### config.mk
export PLATFORM = sky130hd
export DESIGN_NAME = quad_uart_wb_arbiter
export DESIGN_NICKNAME = d
export VERILOG_FILES = /design/src/rtl/quad_uart_wb_arbiter.sv
export SDC_FILE = /design/constraint.sdc
export NUM_CORES = 1
export LEC_CHECK = 0
export CAP_MARGIN = 20
export CORE_AREA = 5 5 164 166
export CTS_CLUSTER_DIAMETER = 120
export DETAILED_ROUTE_END_ITERATION = 10
export DIE_AREA = 0 0 169 171
export PLACE_DENSITY_LB_ADDON = 0.05
export SLEW_MARGIN = 10
export SYNTH_ARGS = -nofsm -noshare
export SYNTH_HDL_FRONTEND = slang
export SYNTH_SLANG_ARGS = --single-unit
export TNS_END_PERCENT = 5
### constraint.sdc
create_clock -name wb_clk_i -period 1.59 [get_ports wb_clk_i]
set_input_delay 0.477 -clock wb_clk_i [delete_from_list [all_inputs] [get_ports wb_clk_i]]
set_output_delay 0.477 -clock wb_clk_i [all_outputs]
set_load 0.02 [all_outputs]
### src/rtl/quad_uart_wb_arbiter.sv
// quad_uart_wb_arbiter
//   Shares the single Wishbone slave port of quad_uart_top among NUM_MASTERS
//   requesters. Arbitration is round-robin, and a grant lasts for one complete
//   bus tenure, meaning for as long as the owner holds m_cyc_i. If the slave
//   stalls, a watchdog ends the stall and returns err to the owning master.
//
// Ports
//   wb_clk_i, wb_rst_i        clock and synchronous active-high reset
//   m_cyc_i/m_stb_i/m_we_i    per-master bus controls (one bit per master)
//   m_adr_i/m_dat_i/m_sel_i   per-master address, write data and byte selects
//                             (packed; master i occupies slice i)
//   m_dat_o                   slave read data, broadcast to every master
//   m_ack_o/m_err_o           termination, delivered to the owner only
//   s_*_o                     owner's cycle, forwarded to the slave
//   s_dat_i/s_ack_i/s_err_i   slave response
//   grant_o                   registered one-hot owner; 0 when idle
//
// State table
//   state   | meaning
//   ST_IDLE | no owner; requests are sampled and the next owner is picked
//   ST_OWN  | grant_o owner is connected to the slave
//   ST_TOUT | watchdog fired; err to the owner for one cycle, bus gated off
module quad_uart_wb_arbiter #(
  parameter int NUM_MASTERS    = 4,
  parameter int ADDR_W         = 32,
  parameter int DATA_W         = 32,
  parameter int TIMEOUT_CYCLES = 255
) (
  input  logic                            wb_clk_i,
  input  logic                            wb_rst_i,
  input  logic [NUM_MASTERS-1:0]          m_cyc_i,
  input  logic [NUM_MASTERS-1:0]          m_stb_i,
  input  logic [NUM_MASTERS-1:0]          m_we_i,
  input  logic [NUM_MASTERS*ADDR_W-1:0]   m_adr_i,
  input  logic [NUM_MASTERS*DATA_W-1:0]   m_dat_i,
  input  logic [NUM_MASTERS*DATA_W/8-1:0] m_sel_i,
  output logic [DATA_W-1:0]               m_dat_o,
  output logic [NUM_MASTERS-1:0]          m_ack_o,
  output logic [NUM_MASTERS-1:0]          m_err_o,
  output logic                            s_cyc_o,
  output logic                            s_stb_o,
  output logic                            s_we_o,
  output logic [ADDR_W-1:0]               s_adr_o,
  output logic [DATA_W-1:0]               s_dat_o,
  output logic [DATA_W/8-1:0]             s_sel_o,
  input  logic [DATA_W-1:0]               s_dat_i,
  input  logic                            s_ack_i,
  input  logic                            s_err_i,
  output logic [NUM_MASTERS-1:0]          grant_o
);

  localparam int SEL_W = DATA_W / 8;
  localparam int IDX_W = $clog2(NUM_MASTERS);
  // The timer never has to hold more than TIMEOUT_CYCLES-1.
  localparam int TMR_W = (TIMEOUT_CYCLES > 1) ? $clog2(TIMEOUT_CYCLES) : 1;

  localparam logic [1:0] ST_IDLE = 2'd0;
  localparam logic [1:0] ST_OWN  = 2'd1;
  localparam logic [1:0] ST_TOUT = 2'd2;

  localparam logic [TMR_W-1:0] TMR_LAST = TMR_W'(TIMEOUT_CYCLES - 1);
  localparam logic [IDX_W-1:0] IDX_LAST = IDX_W'(NUM_MASTERS - 1);

  logic [1:0]             state;
  logic [NUM_MASTERS-1:0] grant;
  logic [IDX_W-1:0]       last;
  logic [TMR_W-1:0]       timer;

  logic [IDX_W-1:0]       owner;
  logic [IDX_W-1:0]       winner;
  logic [IDX_W-1:0]       cand;
  logic                   winner_vld;
  logic                   has_owner;
  logic                   bus_live;
  logic                   stalled;

  // Convert the one-hot grant to an index.
  always_comb begin
    owner = '0;
    for (int i = 0; i < NUM_MASTERS; i++) begin
      if (grant[IDX_W'(i)]) owner = IDX_W'(i);
    end
  end

  // Round-robin pick: the scan starts just after the last owner and wraps.
  always_comb begin
    winner     = '0;
    winner_vld = 1'b0;
    cand       = '0;
    for (int k = 1; k <= NUM_MASTERS; k++) begin
      cand = IDX_W'((int'(last) + k) % NUM_MASTERS);
      if (!winner_vld && m_cyc_i[cand]) begin
        winner     = cand;
        winner_vld = 1'b1;
      end
    end
  end

  assign has_owner = (grant != '0);
  // The bus is gated off during the watchdog cycle, and also while no one owns it.
  assign bus_live  = has_owner && (state == ST_OWN);

  assign s_cyc_o = bus_live & m_cyc_i[owner];
  assign s_stb_o = bus_live & m_stb_i[owner];
  assign s_we_o  = has_owner & m_we_i[owner];
  assign s_adr_o = has_owner ? m_adr_i[int'(owner)*ADDR_W +: ADDR_W] : '0;
  assign s_dat_o = has_owner ? m_dat_i[int'(owner)*DATA_W +: DATA_W] : '0;
  assign s_sel_o = has_owner ? m_sel_i[int'(owner)*SEL_W +: SEL_W] : '0;

  assign m_dat_o = s_dat_i;
  assign grant_o = grant;

  always_comb begin
    m_ack_o = '0;
    m_err_o = '0;
    if (state == ST_OWN) begin
      m_ack_o = {NUM_MASTERS{s_ack_i}} & grant & m_stb_i;
      m_err_o = {NUM_MASTERS{s_err_i}} & grant & m_stb_i;
    end else if (state == ST_TOUT) begin
      m_err_o = grant;
    end
  end

  assign stalled = s_stb_o && !s_ack_i && !s_err_i;

  always_ff @(posedge wb_clk_i) begin
    if (wb_rst_i) begin
      state <= ST_IDLE;
      grant <= '0;
      last  <= IDX_LAST;
      timer <= '0;
    end else begin
      case (state)
        ST_IDLE: begin
          timer <= '0;
          if (winner_vld) begin
            grant <= NUM_MASTERS'(1) << winner;
            state <= ST_OWN;
          end
        end
        ST_OWN: begin
          if (!m_cyc_i[owner]) begin
            // End of tenure. The following IDLE cycle is the dead cycle
            // between two owners.
            grant <= '0;
            last  <= owner;
            state <= ST_IDLE;
            timer <= '0;
          end else if (stalled) begin
            if (timer == TMR_LAST) begin
              state <= ST_TOUT;
              timer <= '0;
            end else begin
              timer <= timer + 1'b1;
            end
          end else begin
            timer <= '0;
          end
        end
        ST_TOUT: begin
          // The grant stays put; the owner can retry or drop cyc.
          state <= ST_OWN;
          timer <= '0;
        end
        default: begin
          state <= ST_IDLE;
          grant <= '0;
          last  <= IDX_LAST;
          timer <= '0;
        end
      endcase
    end
  end

endmodule
==> flow_summary.toml <==
[status]
status = "complete, but fails checks"
violations = "negative setup slack"

[power_and_ir_drop]
p_clk_frac = 0.125
sw_frac_of_total = 0.3902
ir_worst_vdd_mv = 0.2496
seq_power_share = 0.113
power_density_mw_per_mm2 = 703.9
finalPower_mw = 4.001
p_switching_mw = 1.561
p_leak_nw = 2.191
comb_power_share = 0.762
intPower_mw = 2.440

[setup_path]
arrival_ns = 1.64
crit_fanout = 7
worst_ep_required_time_ns = 1.11
criticalPathCategory = "register to primary output"
startpoint_type = "register"
cp-end-kind = "primary output"
reg2reg_slack_ns = 0.04

[floorplan]
core_mm2 = 0.02547
initial_utilization = 0.08671
rows = 59
io_pins = 435
die_width_um = 169
die_y_um = 171
dieArea_mm2 = 0.02890

[placed_design]
place_hpwl_um = 12040
gp_congestion = 0.7552
place.port_buffers = 232

[min_path]
min_path_type = "register to register"

[sta]
layout_setup_ws_ns = -0.5305
max_slew.worst_pin.slew_ns = 0.3338
rsz0062_at_grt = "true"
drv_slew = 0
worst_clock_skew_ns = 0.005152
period_share = 1.334
fin_tns_setup_ns = -32.66
setup_viol = 80
relSlewSlack = 0.7761
max_freq_ghz = 0.4716
finalHoldViolCount = 0
fin_crit_ns = 2.121

[clock_network]
cts_tree = "done"
clk_pin_slew_ns = 0.05
clock_sinks = 16
cts.path.max_buffers = 2
clockRootBuffer = "clkbuf_16"
h-tree-depth = 1
worstSkewPairLatency_ns = 0.25
numCtsBuffers = 3

[grt]
grt_first_pass_wirelength_um = 19310
grt_antenna_before_repair = 2
grt_pass1_vias = 3015
overflow = 0
grt_max_degree = 22
grt_usage = 0.08571

[synthesis]
synth_flop_cell = "dfxtp_1"
synthArstFlopShare = 0
synth_cells = 288
yosys-top-cells-count = "nor2_1 (73), mux2i_1 (71), buf_4 (34)"
synth_top_area_share = 0.3218
avgSynthCellArea_um2 = 7.668
yosysSeqAreaShare = 0.1450
ys.warnings.count = 0
yosys-top-cells-area = "mux2i_1 (32%), dfxtp_1 (15%), nor2_1 (12%)"
synth_largest_area_cell = "mux2i_1"
syn_nets = 610
syn-cell-area_mm2 = 0.002208
synth_most_common_cell = "nor2_1"
ys_ff_latch = 16
synth_edf_count = 0
ys_types = 38

[drt]
route.detailed.drc = 0
post_drt_wl_per_cell_um = 16.63
drt-total-wl_um = 14380
via_per_inst = 3.370
firstDrtPassIters = 4
ant_nets = 0
num_vias = 2915
drt_iter0_drc = 71

[final_layout]
num_antenna_cells = 0
seq_area_um2 = 331.6
synthToLayoutAreaGrowth_pct = 157.4
layout.nets = 853
multi_input_area_mm2 = 0.001827
nFillCells = 2781
layout-drive-gt1-share = 0.4585

[run]
drv_cap = 0
==> sequential cells by signal, summed over array words and instances, names as in the netlist <==
register,flops
grant_o,4
state,2
timer,8
last,2
==> what timing repair did <==
item	in CTS	in global routing
setup buffers	0	10
setup endpoints to repair	98	95
pin swaps	4	7
hold buffers	0	0
cloned	0	4
gates resized for setup	428	86
==> per-stage QoR <==
step / cell area, um^2 / hold slack [ns] / worst slack (ns) / std cells / util
after floorplan: 2505 / 0.4954 / -0.1600 / 288 / -
after global placement: 5266 / 0.5232 / -0.8862 / 847 / 0.2068
after detailed placement: 5266 / 0.5281 / -0.8770 / 847 / 0.2068
after CTS: 5379 / 0.5366 / -0.6436 / 851 / 0.2112
after global routing: 5684 / 0.5746 / -0.6012 / 865 / 0.2232
final: 5684 / 0.5334 / -0.5305 / 865 / 0.2232
==> power groups by stage <==
stage	Clock (mW)	Sequential [mW]	Combinational, mW
6_report	0.499	0.451	3.05
5_1_grt	0.532	0.455	3.25
4_1_cts	0.520	0.451	2.74
3_5_place_dp	0	0.457	2.72
3_3_place_gp	0	0.457	2.73
2_1_floorplan	0	0.459	1.42
==> cell families after synthesis <==
family                   count (synthesis)  share of synthesized area
buffers and inverters                   52                     0.1513
flip-flops                              16                     0.1450
AND/OR/NAND/NOR                        120                     0.2725
XOR/XNOR                                 6                    0.02380
AO/OA/AOI/OAI                           21                    0.07423
multiplexers                            71                     0.3218
adder cells (fa/ha/maj)                  2                    0.01133
==> worst max-delay path, stage by stage (launching register included) <==
cell and delay, ns:
dfxtp_2 0.33, nor4_4 0.31, buf_4 0.17, buf_12 0.13
buf_8 0.12, clkbuf_16 0.16, nor2_2 0.05, buf_6 0.13
==> worst paths after layout <==
path,end,start,depth (start not counted)
max,s_dat_o[24],grant_o[3]$_SDFFE_PP0P_,7
min,last[0]$_SDFFE_PP1P_,last[0]$_SDFFE_PP1P_,2
max reg2reg,timer[0]$_SDFF_PP0_,grant_o[1]$_SDFFE_PP0P_,5
min reg2reg,last[0]$_SDFFE_PP1P_,last[0]$_SDFFE_PP1P_,2
==> layout by cell type (no fill, tap or decap), types with 2 or more instances in the layout <==
master and n:
buf_6 74, o2bb2ai_1 4, nand3_1 4, nor3_2 9
nor4_4 2, dfxtp_2 3, buf_12 11, and2_4 2
a21boi_1 3, nand2b_4 2, xor2_1 5, nor2_1 3
buf_8 3, nand2b_1 4, dfxtp_1 11, mux2i_2 2
mux2i_1 68, dlygate4sd2_1 7, and3_4 2, and3_1 4
buf_2 8, dlymetal6s2s_1 4, nand2_1 6, clkbuf_2 3
inv_1 2, dfxtp_4 2, clkdlybuf4s50_1 138, ha_1 2
nor2_2 70, buf_4 35, and4_1 2, clkbuf_16 7
a21oi_1 2, nor2b_1 2, nor3_1 3
==> cell type report <==
cell class,instances,area share
Timing Repair Buffer,288,0.5314
Sequential cell,16,0.05833
Tap cell,335,0.07374
Clock buffer,4,0.01387
Multi-Input combinational cell,220,0.3214
Inverter,2,0.001321
==> layer usage <==
layer / share of wire / track usage / up-vias
met5: 0.00090 / 0 / -
li1: - / - / 1447
met2: 0.45 / 0.1425 / 167
met3: 0.13 / 0.04598 / 4
met4: 0.0015 / 0.008050 / 2
met1: 0.42 / 0.1022 / 1295
(Power assumes the default switching activity.)
